`config.mk`:
```
export PLATFORM = sky130hd
export DESIGN_NAME = hazard_ctrl_unit
export DESIGN_NICKNAME = d
export VERILOG_FILES = /design/src/rtl/hazard_ctrl_unit_pkg.sv /design/src/rtl/hazard_ctrl_unit_match.sv /design/src/rtl/hazard_ctrl_unit.sv
export SDC_FILE = /design/constraint.sdc
export NUM_CORES = 1
export LEC_CHECK = 0
export ABC_AREA = 1
export CORE_AREA = 8 8 79 81
export DETAILED_ROUTE_END_ITERATION = 6
export DIE_AREA = 0 0 87 89
export PLACE_DENSITY = 0.78
export SLEW_MARGIN = 0
export SYNTH_ARGS = -nofsm -noshare
export SYNTH_HDL_FRONTEND = slang
export SYNTH_SLANG_ARGS = --single-unit
```
`constraint.sdc`:
```
create_clock -name clk -period 2.2 [get_ports clk]
set_input_delay 0.44 -clock clk [delete_from_list [all_inputs] [get_ports clk]]
set_output_delay 0.44 -clock clk [all_outputs]
set_load 0.005 [all_outputs]
```
`src/rtl/hazard_ctrl_unit_pkg.sv`:
```
// Shared pipeline constants: NOP encoding, opcodes of interest and the
// forwarding-select encoding used by the hazard controller.
package pipe_pkg;

    localparam logic [15:0] NOP_INSTR = 16'h0800;

    localparam logic [4:0]  OP_HALT   = 5'b00000;
    localparam logic [4:0]  OP_RET    = 5'b01110;

    // Select 0 reads the register file; select k takes entry k-1.
    localparam int          FWD_SEL_RF = 0;

    typedef enum logic [1:0] {
        HZ_NONE  = 2'd0,
        HZ_FWD   = 2'd1,
        HZ_STALL = 2'd2
    } hz_kind_t;

    function automatic int fwd_sel_of(input int entry_idx);
        return entry_idx + 1;
    endfunction

endpackage

```
`src/rtl/hazard_ctrl_unit_match.sv`:
```
// Compares one ID source register against the in-flight scoreboard chain and
// reports the youngest (lowest index) matching entry.
module hazard_match
    import pipe_pkg::*;
#(
    parameter int NREGS    = 8,
    parameter int DEPTH    = 3,
    parameter int RF_WT    = 1,
    parameter int ZERO_REG = 0,
    parameter int RW       = $clog2(NREGS),
    parameter int FW       = $clog2(DEPTH+1)
) (
    input  logic                  i_id_valid,
    input  logic [RW-1:0]         i_src,
    input  logic                  i_used,
    input  logic [DEPTH-1:0]      i_v,
    input  logic [DEPTH*RW-1:0]   i_rd,
    input  logic [DEPTH-1:0]      i_ld,
    output logic                  o_hit,
    output logic [FW-1:0]         o_idx,
    output logic                  o_ld
);

    logic             w_src_ok;
    logic [DEPTH-1:0] w_match;

    assign w_src_ok = i_id_valid && i_used && !((ZERO_REG != 0) && (i_src == '0));

    // With write-through the WB entry's value is already visible in the RF read.
    for (genvar k = 0; k < DEPTH; k++) begin : g_ent
        localparam bit IGNORE = (RF_WT != 0) && (k == DEPTH-1);
        assign w_match[k] = !IGNORE && i_v[k] && (i_rd[k*RW +: RW] == i_src) && w_src_ok;
    end

    always_comb begin
        o_hit = 1'b0;
        o_idx = '0;
        o_ld  = 1'b0;
        for (int k = DEPTH-1; k >= 0; k--) begin
            if (w_match[k]) begin
                o_hit = 1'b1;
                o_idx = FW'(k);
                o_ld  = i_ld[k];
            end
        end
    end

endmodule

```
`src/rtl/hazard_ctrl_unit.sv`:
```
// Hazard/forwarding controller: scoreboard chain of in-flight destinations,
// forwarding selects, load-use stall, branch flush, memory hold, perf counters.
module hazard_ctrl_unit
    import pipe_pkg::*;
#(
    parameter int NREGS    = 8,
    parameter int DEPTH    = 3,
    parameter int LOAD_LAT = 1,
    parameter int FWD_EN   = 1,
    parameter int RF_WT    = 1,
    parameter int ZERO_REG = 0,
    parameter int CNTW     = 16,
    parameter int RW       = $clog2(NREGS),
    parameter int FW       = $clog2(DEPTH+1)
) (
    input  logic            clk,
    input  logic            rst,
    input  logic            id_valid,
    input  logic [RW-1:0]   id_rs1,
    input  logic            id_rs1_used,
    input  logic [RW-1:0]   id_rs2,
    input  logic            id_rs2_used,
    input  logic            id_wr,
    input  logic [RW-1:0]   id_rd,
    input  logic            id_is_load,
    input  logic            ex_bt,
    input  logic            dmem_ready,
    output logic            stall,
    output logic            flush,
    output logic            hold,
    output logic [FW-1:0]   fwd_a,
    output logic [FW-1:0]   fwd_b,
    output logic [CNTW-1:0] stall_cnt,
    output logic [CNTW-1:0] flush_cnt
);

    logic [DEPTH-1:0]    r_v;
    logic [DEPTH*RW-1:0] r_rd;
    logic [DEPTH-1:0]    r_ld;
    logic [CNTW-1:0]     r_stall_cnt;
    logic [CNTW-1:0]     r_flush_cnt;

    logic                w_hit_a, w_hit_b;
    logic [FW-1:0]       w_idx_a, w_idx_b;
    logic                w_ld_a, w_ld_b;
    hz_kind_t            w_kind_a, w_kind_b;
    logic                w_need_stall;
    logic                w_new_v;

    hazard_match #(
        .NREGS(NREGS), .DEPTH(DEPTH), .RF_WT(RF_WT), .ZERO_REG(ZERO_REG)
    ) u_match_a (
        .i_id_valid (id_valid),
        .i_src      (id_rs1),
        .i_used     (id_rs1_used),
        .i_v        (r_v),
        .i_rd       (r_rd),
        .i_ld       (r_ld),
        .o_hit      (w_hit_a),
        .o_idx      (w_idx_a),
        .o_ld       (w_ld_a)
    );

    hazard_match #(
        .NREGS(NREGS), .DEPTH(DEPTH), .RF_WT(RF_WT), .ZERO_REG(ZERO_REG)
    ) u_match_b (
        .i_id_valid (id_valid),
        .i_src      (id_rs2),
        .i_used     (id_rs2_used),
        .i_v        (r_v),
        .i_rd       (r_rd),
        .i_ld       (r_ld),
        .o_hit      (w_hit_b),
        .o_idx      (w_idx_b),
        .o_ld       (w_ld_b)
    );

    // A load is forwardable only once it has reached entry LOAD_LAT.
    function automatic hz_kind_t classify(input logic hit, input logic ld,
                                          input logic [FW-1:0] idx);
        if (!hit)
            return HZ_NONE;
        if (FWD_EN == 0)
            return HZ_STALL;
        if (ld && (idx < FW'(LOAD_LAT)))
            return HZ_STALL;
        return HZ_FWD;
    endfunction

    assign w_kind_a     = classify(w_hit_a, w_ld_a, w_idx_a);
    assign w_kind_b     = classify(w_hit_b, w_ld_b, w_idx_b);
    assign w_need_stall = (w_kind_a == HZ_STALL) || (w_kind_b == HZ_STALL);

    assign hold  = !dmem_ready;
    assign flush = !hold && ex_bt;
    assign stall = !hold && !ex_bt && w_need_stall;

    assign fwd_a = (w_kind_a == HZ_FWD) ? FW'(fwd_sel_of(int'(w_idx_a))) : FW'(FWD_SEL_RF);
    assign fwd_b = (w_kind_b == HZ_FWD) ? FW'(fwd_sel_of(int'(w_idx_b))) : FW'(FWD_SEL_RF);

    assign w_new_v = id_valid && id_wr && !stall && !flush;

    always_ff @(posedge clk) begin
        if (rst) begin
            r_v  <= '0;
            r_rd <= '0;
            r_ld <= '0;
        end else if (!hold) begin
            r_v  <= {r_v[DEPTH-2:0], w_new_v};
            r_rd <= {r_rd[(DEPTH-1)*RW-1:0], id_rd};
            r_ld <= {r_ld[DEPTH-2:0], id_is_load};
        end
    end

    always_ff @(posedge clk) begin
        if (rst) begin
            r_stall_cnt <= '0;
            r_flush_cnt <= '0;
        end else if (!hold) begin
            if (stall && (r_stall_cnt != {CNTW{1'b1}}))
                r_stall_cnt <= r_stall_cnt + 1'b1;
            if (flush && (r_flush_cnt != {CNTW{1'b1}}))
                r_flush_cnt <= r_flush_cnt + 1'b1;
        end
    end

    assign stall_cnt = r_stall_cnt;
    assign flush_cnt = r_flush_cnt;

endmodule
```
==> metrics.cfg <==
[critical_path]
critPathLaunchType=primary input
worstSetupPathType=primary input to primary output
slowest_delay_ns=0.51
critical_path_buf_inv_count=4
cp-end-kind=primary output
crit_required_ns=1.76
critPathMaxFanout=10
cpMostUsedCell=clkdlybuf4s50_1
cp_top_family=buffers and inverters
cp_slowest_cell=clkdlybuf4s50_1
cp_cell_sequence=clkdlybuf4s50_1 -> inv_1 -> buf_4 -> clkdlybuf4s50_1
arrival_ns=1.68

[routing]
dr.first_iter.drc_count=135
ant_nets=0
vias=2407
wirelength_mm=6.27
viasPerCell=4.88
dr.pass1.iters=4
wl_per_cell_microns=12.7
drc_errors=0

[floorplanning]
dieHeight_microns=89
core_area_sq_mm=0.00498
die_w_microns=87
boundaryPins=57
start_util=0.487
rows=26
dieArea_sq_mm=0.00774

[global_routing]
globalRouteMet2Util=0.286
grt_start_max_net_pins=18
grt_util_met1=0.205
grt_pass1_vias=2267
top_usage_layer=met2
grt_antenna_before_repair=0
grt_pass1_wl_mm=10.5
grt_use_met3=0.0349
grt_usage=0.167
grt_overflow=0

[timing]
setup_viol=0
clock_skew_ns=0.00586
worstMarginPinSlew_ns=0.447
fmax_mhz=472
finalMaxSlewViolations=0
rsz0062_at_grt=no
timing.final.crit_share=0.963
setup_slack_ns=0.0813
timing.setup.tns_ns=0
hold_violations=0
slew_headroom=0.701
finalCriticalPeriod_ns=2.12

[placed_design]
io_buffers=56
hpwl_mm=4.66
gp_congestion=0.923
pre_cts_ws_ns=-0.273

[final_layout]
area_growth_pct=33.9
drive_gt1_frac=0.156
diodes=0
fin_nets=442

[synthesis]
postSynthAreaPerCell_sq_um=6.85
synthFlopType=dfxtp_1
synth-seq-cells=41
synthArstFlopShare=0
synth-compound-area-share=0.119
synthTopCellsByArea=dfxtp_1 34%, nand2_1 15%, nor2_1 5.9%, xor2_1 5.1%, a21oi_1 5.0%
ys_top_cells_by_count=99 x nand2_1, 41 x dfxtp_1, 38 x nor2_1
synthMuxAreaShare=0
synthCells=354
synthXorXnorAreaFrac=0.0903
synth_top_family_by_area=simple AND/OR/NAND/NOR gates
ys_warn_count=0
syn-num-nets=374
synthSimpleGateAreaFrac=0.363
yosysTopAreaCell=dfxtp_1
synth_edf_count=0
synth_seq_area_share=0.338
synth_cell_types=29
synth.most_common_cell=nand2_1
synth_fa_ha_area_frac=0.0103
post-synth-top-area-fraction=0.338
synth_area_sq_mm=0.00243

[pwr]
static-leakage-power_nw=1.26
powerDensity_mw_per_mm2=450
ir_worst_vdd_uv=240

[clocking]
clk_path_buf_depth=2
clk_latency_ns=0.29
cts_tree=yes
cts_buffers=5
clk_pin_slew_ns=0.08
htree_levels=2
cts.sinks=41
cts.root.buffer_cell=clkbuf_8

[flow_run]
drv_cap=0

[hold_path]
hold_class=flip-flop to flip-flop

[status]
status=finished, final reports clean

-- what timing repair did --
| action | in CTS | in global routing |
|---|---|---|
| gates resized for setup | 13 | 7 |
| gates cloned | 0 | 0 |
| buffers inserted | 1 | 0 |
| endpoints found under the setup margin | 6 | 6 |
| pin swaps | 1 | 3 |
| hold buffers | 0 | 0 |
-- layout make-up --
class,instances,area (sq um)
Clock buffer,7,96.3
Clock inverter,1,5.00
Sequential cell,41,821
Fill cell,432,1730
Tap cell,70,87.6
Inverter,34,128
Multi-Input combinational cell,269,1420
Timing Repair Buffer,71,689
-- per-stage QoR --
step	hold WS, ns	cells	cell area [sq um]	power, mW	utilization
final	0.484	493	3250	1.46	0.653
after global routing	0.514	493	3250	1.51	0.653
after CTS	0.483	493	3230	1.48	0.649
after detailed placement	0.472	484	3130	0.930	0.628
after global placement	0.472	484	3130	0.926	0.628
after floorplan	0.462	354	2430	0.857	-
-- report_power, final --
part,switching [mW],internal (mW),total (mW),leakage [nW]
Sequential,0.0149,0.754,0.769,0.332
Clock,0.268,0.284,0.552,0.0542
Combinational,0.0739,0.0671,0.141,0.877
-- logic make-up (layout without fill, tap and decap cells) --
group / Yosys count / after routing
flip-flops: 41 / 41
buffers and inverters: 44 / 113
XOR/XNOR: 25 / 25
AND/OR/NAND/NOR: 194 / 194
adder cells (fa/ha/maj): 2 / 2
AO/OA/AOI/OAI: 48 / 48
-- cells in the final DEF (no fill, tap or decap), types with 11 or more instances in the layout --
cell,netlist,layout
xor2_1,14,14
inv_1,28,27
xnor2_1,11,11
clkdlybuf4s50_1,0,42
nand2_2,12,12
buf_4,1,14
a21oi_1,24,24
dfxtp_1,41,41
nor2_1,38,36
nand2_1,99,99
o21ai_0,13,13
nand3_1,17,16
-- worst register-to-register path: cells and delay by family (launching register included) --
kind            cells  cell delay [ns]
fa+ha+maj           1             0.20
buf+inv             1             0.22
compound gates      3             0.69
flops               1             0.40
simple gates        3             0.41
-- metal layers --
| metal | share of wire | up-vias |
|---|---|---|
| met2 | 0.47 | 50 |
| met3 | 0.051 | 4 |
| met1 | 0.47 | 1096 |
| met4 | 0.0078 | 0 |
| met5 | 0 | - |
| li1 | - | 1257 |
-- path summary, 6_finish.rpt --
kind	startpoint	depth (start not counted)	slack, ns	endpoint
min	flush_cnt[6]$_SDFFE_PP0P_	2	0.48	flush_cnt[6]$_SDFFE_PP0P_
max	dmem_ready	4	0.08	hold
max reg2reg	flush_cnt[0]$_SDFFE_PP0P_	8	0.16	flush_cnt[0]$_SDFFE_PP0P_
min reg2reg	flush_cnt[6]$_SDFFE_PP0P_	2	0.48	flush_cnt[6]$_SDFFE_PP0P_
-- sequential cells by signal (all words and copies together) (netlist names) --
register	cells
r_rd	6
flush_cnt	16
r_ld	1
stall_cnt	16
r_v	2
Power figures use the tool's default switching activity.
